**config.mk**
```make
export PLATFORM = sky130hd
export DESIGN_NAME = pwm_capture
export DESIGN_NICKNAME = d
export VERILOG_FILES = /design/src/rtl/pwm_pkg.sv /design/src/rtl/pwm_input_sync.sv /design/src/rtl/pwm_capture.sv
export SDC_FILE = /design/constraint.sdc
export NUM_CORES = 1
export LEC_CHECK = 0
export ABC_AREA = 1
export CAP_MARGIN = 15
export CORE_MARGIN = 2
export CORE_UTILIZATION = 55
export DETAILED_ROUTE_END_ITERATION = 10
export PLACE_DENSITY_LB_ADDON = 0.3
export SYNTH_ARGS = -nofsm -noshare
export SYNTH_HDL_FRONTEND = slang
export SYNTH_SLANG_ARGS = --single-unit
```
**constraint.sdc**
```tcl
create_clock -name clk_i -period 2.7 [get_ports clk_i]
set_clock_uncertainty 0.1 [all_clocks]
set_input_delay 0.54 -clock clk_i [delete_from_list [all_inputs] [get_ports clk_i]]
set_output_delay 0.54 -clock clk_i [all_outputs]
set_load 0.005 [all_outputs]
```
**src/rtl/pwm_pkg.sv**
```systemverilog
// Shared definitions for the PWM block family: default counter width and
// the capture FSM state encoding.
package pwm_pkg;

   localparam int unsigned PWM_RESOLUTION = 32;
   localparam int unsigned PWMC_STATE_W   = 2;

   localparam logic [PWMC_STATE_W-1:0] PWMC_IDLE = 2'd0;
   localparam logic [PWMC_STATE_W-1:0] PWMC_ARM  = 2'd1;
   localparam logic [PWMC_STATE_W-1:0] PWMC_HIGH = 2'd2;
   localparam logic [PWMC_STATE_W-1:0] PWMC_LOW  = 2'd3;

endpackage

```
**src/rtl/pwm_input_sync.sv**
```systemverilog
// Synchroniser for the asynchronous PWM line plus a one-flop delay that
// turns the synchronised level into single-cycle rise/fall strobes.
module pwm_input_sync #(
   parameter int unsigned SyncStages = 2
) (
   input  logic clk_i,
   input  logic rst_i,
   input  logic pwm_i,
   output logic pwm_s_o,
   output logic rise_c_o,
   output logic fall_c_o
);

   logic [SyncStages-1:0] sync_q, sync_d;
   logic                  pwm_dly_q, pwm_dly_d;

   always_comb begin
      sync_d    = {sync_q[SyncStages-2:0], pwm_i};
      pwm_dly_d = sync_q[SyncStages-1];
   end

   always_ff @(posedge clk_i) begin
      if (rst_i) begin
         sync_q    <= '0;
         pwm_dly_q <= 1'b0;
      end else begin
         sync_q    <= sync_d;
         pwm_dly_q <= pwm_dly_d;
      end
   end

   assign pwm_s_o  = sync_q[SyncStages-1];
   assign rise_c_o = sync_q[SyncStages-1] & ~pwm_dly_q;
   assign fall_c_o = ~sync_q[SyncStages-1] & pwm_dly_q;

endmodule

```
**src/rtl/pwm_capture.sv**
```systemverilog
// PWM input capture: measures rise-to-rise period and rise-to-fall high time
// in clk_i cycles, with stuck-line timeout and sticky counter saturation.
module pwm_capture
   import pwm_pkg::*;
#(
   parameter int unsigned Resolution = PWM_RESOLUTION,
   parameter int unsigned SyncStages = 2
) (
   input  logic                  clk_i,
   input  logic                  rst_i,
   input  logic                  enable_i,
   input  logic                  pwm_i,
   input  logic [Resolution-1:0] timeout_i,
   input  logic                  clear_i,
   output logic [Resolution-1:0] period_o,
   output logic [Resolution-1:0] high_time_o,
   output logic                  valid_o,
   output logic                  stuck_o,
   output logic                  level_o,
   output logic                  overflow_o
);

   localparam logic [Resolution-1:0] CntMax = {Resolution{1'b1}};
   localparam logic [Resolution-1:0] CntOne = Resolution'(1);

   logic pwm_s, rise_c, fall_c;

   pwm_input_sync #(
      .SyncStages(SyncStages)
   ) u_sync (
      .clk_i   (clk_i),
      .rst_i   (rst_i),
      .pwm_i   (pwm_i),
      .pwm_s_o (pwm_s),
      .rise_c_o(rise_c),
      .fall_c_o(fall_c)
   );

   logic [PWMC_STATE_W-1:0] state_q, state_d;
   logic [Resolution-1:0]   per_cnt_q, per_cnt_d;
   logic [Resolution-1:0]   hi_cnt_q, hi_cnt_d;
   logic [Resolution-1:0]   hi_hold_q, hi_hold_d;
   logic [Resolution-1:0]   period_q, period_d;
   logic [Resolution-1:0]   high_time_q, high_time_d;
   logic                    valid_q, valid_d;
   logic                    stuck_q, stuck_d;
   logic                    overflow_q, overflow_d;

   logic                    per_sat_c, hi_sat_c, timeout_c, ovf_set_c;
   logic [Resolution-1:0]   per_inc_c, hi_inc_c;

   // Saturating increments; timeout only fires on a cycle with no line edge.
   always_comb begin
      per_sat_c = (per_cnt_q == CntMax);
      hi_sat_c  = (hi_cnt_q == CntMax);
      per_inc_c = per_sat_c ? per_cnt_q : per_cnt_q + CntOne;
      hi_inc_c  = hi_sat_c ? hi_cnt_q : hi_cnt_q + CntOne;
      timeout_c = (timeout_i != '0) && (per_cnt_q >= timeout_i) && !(rise_c || fall_c);
   end

   always_comb begin
      state_d     = state_q;
      per_cnt_d   = per_cnt_q;
      hi_cnt_d    = hi_cnt_q;
      hi_hold_d   = hi_hold_q;
      period_d    = period_q;
      high_time_d = high_time_q;
      valid_d     = 1'b0;
      stuck_d     = stuck_q;
      ovf_set_c   = 1'b0;

      if (!enable_i) begin
         state_d   = PWMC_IDLE;
         per_cnt_d = '0;
         hi_cnt_d  = '0;
         stuck_d   = 1'b0;
      end else begin
         case (state_q)
            PWMC_IDLE: begin
               state_d   = PWMC_ARM;
               per_cnt_d = '0;
               hi_cnt_d  = '0;
            end
            PWMC_ARM: begin
               if (rise_c) begin
                  per_cnt_d = CntOne;
                  hi_cnt_d  = CntOne;
                  state_d   = PWMC_HIGH;
               end else if (timeout_c) begin
                  stuck_d   = 1'b1;
                  per_cnt_d = CntOne;
               end else begin
                  per_cnt_d = per_inc_c;
                  ovf_set_c = per_sat_c;
               end
            end
            PWMC_HIGH: begin
               if (fall_c) begin
                  hi_hold_d = hi_cnt_q;
                  per_cnt_d = per_inc_c;
                  ovf_set_c = per_sat_c;
                  state_d   = PWMC_LOW;
               end else if (timeout_c) begin
                  stuck_d   = 1'b1;
                  per_cnt_d = CntOne;
                  state_d   = PWMC_ARM;
               end else begin
                  per_cnt_d = per_inc_c;
                  hi_cnt_d  = hi_inc_c;
                  ovf_set_c = per_sat_c | hi_sat_c;
               end
            end
            PWMC_LOW: begin
               if (rise_c) begin
                  period_d    = per_cnt_q;
                  high_time_d = hi_hold_q;
                  valid_d     = 1'b1;
                  stuck_d     = 1'b0;
                  per_cnt_d   = CntOne;
                  hi_cnt_d    = CntOne;
                  state_d     = PWMC_HIGH;
               end else if (timeout_c) begin
                  stuck_d   = 1'b1;
                  per_cnt_d = CntOne;
                  state_d   = PWMC_ARM;
               end else begin
                  per_cnt_d = per_inc_c;
                  ovf_set_c = per_sat_c;
               end
            end
            default: begin
               state_d = PWMC_IDLE;
            end
         endcase
      end

      // A new saturation beats a simultaneous clear.
      overflow_d = (overflow_q & ~clear_i) | ovf_set_c;
   end

   always_ff @(posedge clk_i) begin
      if (rst_i) begin
         state_q     <= PWMC_IDLE;
         per_cnt_q   <= '0;
         hi_cnt_q    <= '0;
         hi_hold_q   <= '0;
         period_q    <= '0;
         high_time_q <= '0;
         valid_q     <= 1'b0;
         stuck_q     <= 1'b0;
         overflow_q  <= 1'b0;
      end else begin
         state_q     <= state_d;
         per_cnt_q   <= per_cnt_d;
         hi_cnt_q    <= hi_cnt_d;
         hi_hold_q   <= hi_hold_d;
         period_q    <= period_d;
         high_time_q <= high_time_d;
         valid_q     <= valid_d;
         stuck_q     <= stuck_d;
         overflow_q  <= overflow_d;
      end
   end

   assign period_o    = period_q;
   assign high_time_o = high_time_q;
   assign valid_o     = valid_q;
   assign stuck_o     = stuck_q;
   assign level_o     = pwm_s;
   assign overflow_o  = overflow_q;

endmodule

```
== Word level (Yosys, flattened, before mapping) ==
Cells that the tools add are included.

* Register bits: 168
* Bits in latches: 0
* Memory bits (writable): 0
* Bits in read-only memories: 0
* Bits of input ports: 37
* Memories: 0

* Add/sub/neg operators: 2
* Multipliers: 0
* Div/mod/pow operators: 0
* $lt $le $gt $ge: 1
* Eq/ne operators: 11
* Shifts and indexed selects: 0
* Mux-type cells: 27
* Bitwise operators: 10
* Reduce and logical (&&, ||, !) cells: 14

{| class="wikitable"
|+ Operators with widths
! kind !! count
|-
| 32-bit 2-to-1 mux || 8
|-
| 32-bit one-hot mux with 3 select lines || 2
|-
| 32-bit by 1-bit adder with 32-bit output, second input constant || 2
|-
| 32-bit == test, second input constant || 2
|-
| 32-bit >= comparator || 1
|-
| 32-bit nonzero test || 1
|-
| 1-bit 2-to-1 mux || 10
|-
| 2-bit inequality test, second input constant || 5
|-
| 3-bit AND reduction || 3
|-
| 2-bit 2-to-1 mux || 4
|-
| 2-bit one-hot mux with 4 select lines || 1
|-
| 1-bit NOT || 5
|-
| 2-bit == test, second input constant || 2
|-
| 4-bit AND reduction || 1
|-
| 2-bit OR reduction || 2
|-
| 1-bit AND || 3
|-
| 1-bit one-hot mux with 3 select lines || 1
|-
| 3-bit nonzero test || 1
|-
| 3-bit OR reduction || 1
|-
| 2-bit by 1-bit == test with 1-bit output, second input constant || 1
|-
| 1-bit logical AND || 2
|-
| 2-bit zero test || 1
|-
| 2-bit by 1-bit inequality test with 1-bit output, second input constant || 1
|-
| 1-bit bitwise OR || 2
|-
| 3 further kinds || 3
|}

== Logic depth before layout (Yosys ltp) ==
Gate-level depths: netlist of the first run.

* Depth after elaboration: 10
* Gate-level depth with buffers: 19
* Gate-level depth less buffers: 18

== By module ==
From an unflattened synthesis of the first run, not the netlist that was laid out.

* Cells, all modules: 1238
* Area, all modules: 8483.1 sq um

{| class="wikitable"
|+ By module, submodules not included
! module !! times used !! cells an instance !! area each (sq um)
|-
| pwm_capture || 1 || 1226 || 8389.3
|-
| pwm_input_sync || 1 || 12 || 93.8
|}

== Worst setup path after synthesis of the first run ==
OpenSTA, ideal clock, no wires.

* Kind: input port to flip-flop
* From: input timeout_i[15]
* To: register per_cnt_q[1]
* Setup time: 117 ps
* Arrival: 1973 ps
* Data required time: 2483 ps
* Path slack: 510 ps
* Stages: 16
* Buffers on the path: 1
* Cell sequence: inv_1 -> ha_1 -> nand2_1 -> nor2_1 -> nand2_1 -> nor2_1 -> nor2_1 -> nand2_1 -> nand2_1 -> nand2_2 -> nand3_1 -> nand2_1 -> nand2_2 -> nand2_4 -> buf_4 -> nor2_1

* Word-level cells in the longest chain between the ends: 6

{| class="wikitable"
|+ RTL lines
! item !! RTL line !! RTL
|-
| from (decl) || pwm_capture.sv:13 || <nowiki>input logic [Resolution-1:0] timeout_i,</nowiki>
|-
| 32-bit >= comparator / 32-bit nonzero test (equally long branches) || pwm_capture.sv:58 || <nowiki>timeout_c = (timeout_i != '0) && (per_cnt_q >= timeout_i) && !(rise_c || fall_c);</nowiki>
|-
| 1-bit logical AND * (2 in series) || pwm_capture.sv:58 ||
|-
| 32-bit 2-to-1 mux * || pwm_capture.sv:89, pwm_capture.sv:103, pwm_capture.sv:122 ||
|-
| 32-bit 2-to-1 mux, on equally long branches || pwm_capture.sv:114, pwm_capture.sv:98 ||
|-
| 32-bit one-hot mux with 3 select lines * || pwm_capture.sv:78 || <nowiki>case (state_q)</nowiki>
|-
| to (signal assigned) || pwm_capture.sv:154 || <nowiki>per_cnt_q <= per_cnt_d;</nowiki>
|-
| to (decl) || pwm_capture.sv:40 || <nowiki>logic [Resolution-1:0] per_cnt_q, per_cnt_d;</nowiki>
|}

Every way passes the cells marked *; elsewhere a longest branch is shown, timed or not.
A chain may end at the register's enable or synchronous reset.

== Final worst setup path of the first run ==
* From: input timeout_i[15]
* To: register per_cnt_q[13]

The elaborated chain is that of the path after synthesis.

==> impl_results.md, run 1 <==
* Number of global-route vias before repair at 7937
* CTS tree: built
* Slew at the pin closest to its max-slew limit at 0.872 ns
* Synth cell types at 33
* Reg2Reg Depth at 11
* FFs w/ async S/R, synth at 0%
* Worst slew margin at 41.8%
* Gr ovfl total at 0
* Initial drt markers at 818
* Final Slew Violations at 0
* Top-Level Pins at 105
* Synth Net Count at 1326
* Post-synth top cells: nor2_1 (276), nand2_1 (200), dfxtp_1 (168)
* Core area at 0.0153 mm^2
* Status: complete, no violations
* Post-Syn Instances at 1253
* Max Cap Viol at 0
* CP Launch Type: input pin
* DR pass1 iterations at 5
* Initial Utilization at 56.7%
* Clock latency on the worst-skew pair at 0.44 ns
* CP required at 2.95 ns
* Mapped Area at 0.00868 mm^2
* Placed cell area at 0.0101 mm^2
* FF/Latch Area at 0.00336 mm^2
* Row Count at 45
* Worst-path fanout max at 14
* Final min period at 2.52 ns
* Critical path type: in -> reg
* Die Wd at 130 um
* H-tree depth at 4
* Tot GR Track Use at 29.3%
* Gate power share at 4.1%
* Post-layout util at 69.8%
* Sequential share of the synthesized area at 38.7%
* Yosys Warn Count at 0
* Initial antenna violation count at 0
* Layout cells sized above 1 at 8.87%
* TritonCTS Buffers at 17
* Post-synth EDFFs at 0
* Worst endpoint data arrival time at 2.77 ns
* Hold Buf Count CTS at 0
* First-pass GRT wire length at 39300 um
* P_int at 3810 uW
* Number of remaining DRC errors at 0
* Dominant synthesized flop cell: dfxtp_1
* Nets@finish at 1436
* Fin. Hold Viols at 0
* Routability congestion estimate at 0.954
* Worst Setup End Kind: flip-flop
* Hold Crit Class: reg -> reg
* HPWL after DPL at 17200 um
* Flop pwr share at 49.1%
* Hold Crit Depth at 2
* Cell taking the most area after synthesis: dfxtp_1
* Chip height at 130 um
* CTS max path bufs at 2
* RSZ-0062 raised after global routing: false
* Most frequent cell after synthesis: nor2_1
* WL per Instance at 15.2 um
* Net Sw Frac at 24.8%
* # Post-CTS Setup Buffers at 0
* Peak supply drop at 0.000415 V
* Synthesis-to-finish area growth at 23.1%
* CTS root buf: clkbuf_16
* Post-Route WL at 24100 um
* Clock power share at 46.8%
* Seq cells post-synth at 168
* Post-Route Hold Slack at 0.309 ns
* Filler Cells Inserted at 1333
* Clock Sinks at 168
* Tcrit/Tclk final at 93.2%
* Clock slew at reported path FFs at 0.07 ns
* Die footprint at 0.0168 mm^2
* N_diodes at 0
* Setup TNS at 0 ns
* Detail Route Antenna Nets at 0
* Yosys top cell area share at 38.7%
* P_leak at 0.00433 uW
* Via count at 8669
* Via density per instance at 5.46
* Reg-to-reg slack, setup at 0.24 ns
* Footprint of the multi-input gates at 0.00465 mm^2
* Pwr dens at 474 mW/mm^2
* Area contributors post-synth: dfxtp_1 (39%), nor2_1 (12%), nand2_1 (8.6%)
* Final Setup Violations at 0
* FMAX at 397 MHz
* Pin count of the biggest net entering global routing at 82
* Design area at 0.0107 mm^2
* P_sw at 1260 uW
* Buffers on Ports at 104
* Syn avg cell area at 6.93 um^2
## cells in the final DEF (no fill, tap or decap)
| cell type | count |
|---|---|
| nor3_2 | 8 |
| nor2_2 | 8 |
| buf_6 | 1 |
| nand3_1 | 26 |
| nand2_4 | 3 |
| a21oi_1 | 93 |
| ha_1 | 36 |
| clkdlybuf4s50_1 | 104 |
| nor3b_1 | 1 |
| nand2_2 | 7 |
| o22ai_1 | 3 |
| o21ai_1 | 1 |
| inv_8 | 5 |
| clkinvlp_4 | 1 |
| clkinv_1 | 1 |
| nor4_1 | 8 |
| nor2_4 | 4 |
| or2_2 | 8 |
| nand4_1 | 50 |
| nor2_1 | 275 |
| o21ai_0 | 102 |
| buf_12 | 4 |
| inv_1 | 110 |
| inv_6 | 4 |
| clkinv_8 | 2 |
| a31oi_1 | 3 |
| inv_2 | 9 |
| clkbuf_1 | 1 |
| nor3_4 | 3 |
| dfxtp_1 | 168 |
| nor3_1 | 30 |
| xor2_1 | 22 |
| a21o_1 | 2 |
| clkbuf_16 | 17 |
| buf_4 | 33 |
| nand3_2 | 3 |
| clkinv_4 | 2 |
| nand2_1 | 199 |
| o21a_1 | 2 |
| xnor2_1 | 17 |
## repair_timing
item	4_1_cts	5_1_grt
endpoints found under the setup margin	0	55
hold endpoints to repair	0	0
resized for setup	0	8
## power groups by stage
stage	Clock, uW	Sequential (uW)	Combinational, uW
floorplan	0	2540	107
detailed placement	0	2540	203
global route	2500	2480	230
finish	2370	2490	208
CTS	2400	2490	205
global placement	0	2540	199
## per-stage QoR
stage	setup WS, ns	power, uW	instances
floorplan	0.510	2650	1253
global placement	-0.274	2740	1555
detailed placement	-0.305	2750	1555
CTS	0.134	5090	1587
global route	0.00398	5210	1587
finish	0.183	5070	1587
## layer usage
| metal | share of wire, % | routed length, um | up-vias | global-route usage [%] |
|---|---|---|---|---|
| li1 | - | - | 4310 | - |
| met1 | 49 | 11800 | 3982 | 43.8 |
| met2 | 43 | 10300 | 349 | 43.8 |
| met3 | 7.4 | 1790 | 28 | 5.08 |
| met4 | 1.3 | 302 | 0 | 7.72 |
| met5 | 0 | 0 | - | 0 |
## critical path, stage by stage
cell and delay (ns):
clkdlybuf4s50_1 0.48, inv_1 0.05, ha_1 0.30, a21o_1 0.16, nor2_1 0.11, nand2_1 0.08
nor2_1 0.08, nand2_1 0.12, nand2_2 0.10, nand2_4 0.08, nand3_1 0.10, nand2_1 0.09
nand2_2 0.10, nand2_4 0.07, buf_12 0.16, nor3_1 0.14
## sequential cells by signal (all words and copies together), names as in the netlist
register / flops
hi_cnt_q: 32
hi_hold_q: 32
high_time_o: 32
overflow_o: 1
per_cnt_q: 32
period_o: 32
state_q: 2
stuck_o: 1
u_sync.pwm_dly_q: 1
u_sync.sync_q: 2
valid_o: 1
## layout make-up
cell class              count  share of cell area, %
clock buffers              18                   4.02
clock inverters            14                   1.39
inverters                 120                   4.21
multi-input cells         914                   43.5
flip-flops and latches    168                   31.5
well taps                 211                   2.47
repair buffers            142                   12.9
## kinds of logic after synthesis
kind of cell	count (synthesis)	synth area share, %
buf+inv	171	7.98
fa+ha+maj	36	5.19
compound gates	206	12.1
simple gates	633	32.1
flops	168	38.7
xor+xnor	39	3.93
## path summary, 6_finish.rpt
check                                      start               end
worst max-delay path               timeout_i[15]     per_cnt_q[13]
worst min-delay path            u_sync.sync_q[0]  u_sync.sync_q[1]
worst max register to register      per_cnt_q[1]     per_cnt_q[21]
worst min register to register  u_sync.sync_q[0]  u_sync.sync_q[1]
No activity file was read; power rests on OpenSTA's default activity.
==> inputs of run 2 (changes only) <==
--- a/config.mk
+++ b/config.mk
@@ -11,6 +11,7 @@
 export CORE_UTILIZATION = 55
 export DETAILED_ROUTE_END_ITERATION = 10
 export PLACE_DENSITY_LB_ADDON = 0.3
+export SLEW_MARGIN = 20
 export SYNTH_ARGS = -nofsm -noshare
 export SYNTH_HDL_FRONTEND = slang
 export SYNTH_SLANG_ARGS = --single-unit
==> results of run 2 <==
The final DEF is identical to that of run 1; final timing and power are the same.
==> inputs of run 3 (changes only) <==
--- a/config.mk
+++ b/config.mk
@@ -5,7 +5,6 @@
 export SDC_FILE = /design/constraint.sdc
 export NUM_CORES = 1
 export LEC_CHECK = 0
-export ABC_AREA = 1
 export CAP_MARGIN = 15
 export CORE_MARGIN = 2
 export CORE_UTILIZATION = 55
@@ -14,4 +13,5 @@
 export SLEW_MARGIN = 20
 export SYNTH_ARGS = -nofsm -noshare
 export SYNTH_HDL_FRONTEND = slang
+export SYNTH_HIERARCHICAL = 1
 export SYNTH_SLANG_ARGS = --single-unit
==> run 3 against run 2 <==
Against the previous run: the flow now finishes with violations (setup timing); first-iteration DRC count down 18%; count of clock-buffer cells in the layout is 1 higher; combinational power about the same; total power grew 4.3%; fmax decreased by 12%; via count decreased by 13%; critical path depth fell by 6; register-to-register slack got worse by 0.41 ns; die area shrank 12%; clock power increased by 9.3%; highest routed layer unchanged.
==> impl_results.md, run 3 <==
* Status: complete, but fails checks
* Failing checks: setup timing
* Hold Buf Count CTS at 0 (unchanged)
* Die footprint at 0.0148 mm^2 (-12%)
* Worst slew margin at 31.8% (-10 points)
* Gr ovfl total at 0 (unchanged)
* WL per Instance at 17.0 um (+12%)
* Placed Cells at 1257 (-19%)
* Synth cell types at 52 (+58%)
* Commonest non-fill, non-tap cell in the layout: nand2_1
* DR pass1 iterations at 5 (unchanged)
* Most frequent cells in the layout: nand2_1 (228), dfxtp_1 (159), a21oi_1 (124)
* Clock slew at reported path FFs at 0.07 ns (about the same)
* HPWL after DPL at 12800 um (-25%)
* TritonCTS Buffers at 17 (unchanged)
* Tcrit/Tclk final at 106% (+13 points)
* Post-Syn Instances at 960 (-23%)
* Post-synth top cells: nand2_1 (229), dfxtp_1 (168), a21oi_1 (141)
* Chip height at 122 um (-6.0%)
* Sequential share of the synthesized area at 44.0% (+5.3 points)
* Via count at 7553 (-13%)
* Tot GR Track Use at 27.8% (-1.5 points)
* First-pass GRT wire length at 32800 um (-17%)
* Syn avg cell area at 7.95 um^2 (+15%)
* CTS max path bufs at 2 (unchanged)
* FFs w/ async S/R, synth at 0% (unchanged)
* Core area at 0.0137 mm^2 (-10%)
* Slew at the pin closest to its max-slew limit at 1.02 ns (+0.151 ns)
* Area contributors post-synth: dfxtp_1 (44%), nand2_1 (11%), a21oi_1 (9.2%)
* Number of global-route vias before repair at 6738 (-15%)
* Cell taking the most area after synthesis: dfxtp_1
* Worst Setup End Kind: flip-flop
* CP Launch Type: flip-flop
* FMAX at 348 MHz (-12%)
* N_diodes at 0 (unchanged)
* Final Setup Violations at 19 (+19)
* Finished Layout Cells at 1301 (-18%)
* Worst-path fanout max at 6 (-8)
* Fin. Hold Viols at 0 (unchanged)
* Mapped Area at 0.00764 mm^2 (-12%)
* Clock latency on the worst-skew pair at 0.44 ns (about the same)
* Worst setup margin at -0.171 ns (-0.354 ns)
* Dominant synthesized flop cell: dfxtp_1
* RSZ-0062 raised after global routing: true
* Initial drt markers at 673 (-18%)
* Final min period at 2.87 ns (+0.354 ns)
* Synthesis-to-finish area growth at 36.9%
* CTS root buf: clkbuf_16
* CTS tree: built
* Pwr dens at 505 mW/mm^2 (+6.6%)
* Hold Crit Class: reg -> reg
* H-tree depth at 4 (unchanged)
* Max Cap Viol at 0 (unchanged)
* Initial antenna violation count at 0 (unchanged)
* Post-Route WL at 22100 um (-8.5%)
* Worst endpoint data arrival time at 3.13 ns (+0.36 ns)
* Top-Level Pins at 105 (unchanged)
* Layout cells sized above 1 at 19.7% (+11 points)
* Seq cells post-synth at 168 (unchanged)
* Post-Route Hold Slack at 0.347 ns (+0.0377 ns)
* Row Count at 43 (-4.4%)
* Filler Cells Inserted at 904 (-32%)
* Initial Utilization at 55.7% (-1.0 points)
* Die Wd at 122 um (-6.0%)
* Number of remaining DRC errors at 0 (unchanged)
* Peak supply drop at 0.000464 V (+12%)
* Hold Crit Depth at 1 (-1)
* Buffers on Ports at 104 (unchanged)
* Clock Sinks at 168 (unchanged)
* Detail Route Antenna Nets at 0 (unchanged)
* Routability congestion estimate at 0.901 (-5.5%)
* Synth Net Count at 1031 (-22%)
* Yosys top cell area share at 44.0% (+5.3 points)
* P_leak at 0.00362 uW (-16%)
* Pin count of the biggest net entering global routing at 101 (+23%)
* CP required at 2.96 ns (about the same)
* Critical path type: reg -> reg
* Post-synth EDFFs at 0 (unchanged)
* Reg2Reg Depth at 10 (-1)
* Via density per instance at 5.81 (+6.3%)
* Nets@finish at 1181 (-18%)
* Yosys Warn Count at 6 (+6)
* Final Slew Violations at 0 (unchanged)
* Most frequent cell after synthesis: nand2_1
[run 3: cell types whose count changed after synthesis, sizes merged, moves of 9 or more]
cell   previous run  this run
nor2            287        64
o21ai           103        19
inv             119        41
a21oi            93       141
nor3             41        10
nand4            50        25
or4               0        21
nand2           209       229
o31ai             0        20
xor2             22         4
or3               0        12
and3              0         9
buf              20        11
xnor2            17        26
[run 3: per-layer routing]
metal	GRT usage (%)	routed length, um	vias to the layer above
met5	0	0	-
met4	9.55	727	0
met3	6.84	1510	72
met2	44.1	10400	326
met1	37.1	9420	3547
li1	-	-	3608
[run 3: final timing paths]
path	from	to	slack [ns]
hold / removal	u_sync/sync_q[0]	u_sync/sync_q[1]	0.35
setup / recovery	per_cnt_q[26]	hi_cnt_q[31]	-0.17
setup reg to reg	per_cnt_q[26]	hi_cnt_q[31]	-0.17
hold reg to reg	u_sync/sync_q[0]	u_sync/sync_q[1]	0.35
[run 3: layout make-up]
cell class                 count  area [um^2]  share of cell area, %
multi-input combinational    701         4410                   42.2
sequential                   168         3370                   32.3
timing repair buffer         181         1680                   16.1
clock buffer                  19          443                   4.24
tap                          180          225                   2.15
clock inverter                11          170                   1.63
inverter                      41          154                   1.47
[run 3: logic make-up (layout without fill, tap and decap cells)]
group	count (synthesis)	after routing	share of synthesized area (%)
buf+inv	91	252	4.74
simple gates	434	434	26.7
compound gates	202	202	15.4
xor+xnor	30	30	3.44
mux	1	1	0.131
fa+ha+maj	34	34	5.57
flops	168	168	44.0
[run 3: per-stage QoR]
stage | total power [uW] | util (%) | setup WS [ns] | TNS, ns | area, um^2
final | 5280 | 76.2 | -0.171 | -1.87 | 10500
after global routing | 5400 | 76.2 | -0.180 | -2.46 | 10500
after CTS | 5270 | 74.6 | -0.0362 | -0.276 | 10200
after detailed placement | 2730 | 67.4 | -0.850 | -41.75 | 9250
after global placement | 2720 | 67.4 | -0.743 | -36.04 | 9250
after floorplan | 2630 | - | 0.00148 | 0 | 7680
[run 3: power breakdown]
| part | switching (uW) | leakage, uW | total (uW) | internal [uW] |
|---|---|---|---|---|
| logic | 123 | 0.00196 | 210 | 87.5 |
| registers | 3.61 | 0.00136 | 2480 | 2480 |
| clock network | 1020 | 0.000304 | 2590 | 1570 |
[run 3: what timing repair did]
| item | CTS | global route |
|---|---|---|
| pin swaps | 26 | 24 |
| setup endpoints to repair | 64 | 47 |
| setup buffers | 5 | 8 |
| resized for setup | 95 | 70 |
| cloned | 3 | 1 |
[run 3: worst max-delay path: stages (launching register included)]
cell	delay, ns
dfxtp_1	0.43
ha_4	0.25
nand4_1	0.13
nor2_1	0.07
a221o_1	0.33
a211oi_4	0.33
a31oi_4	0.18
buf_4	0.17
buf_6	0.13
or4_1	0.50
a21oi_1	0.18
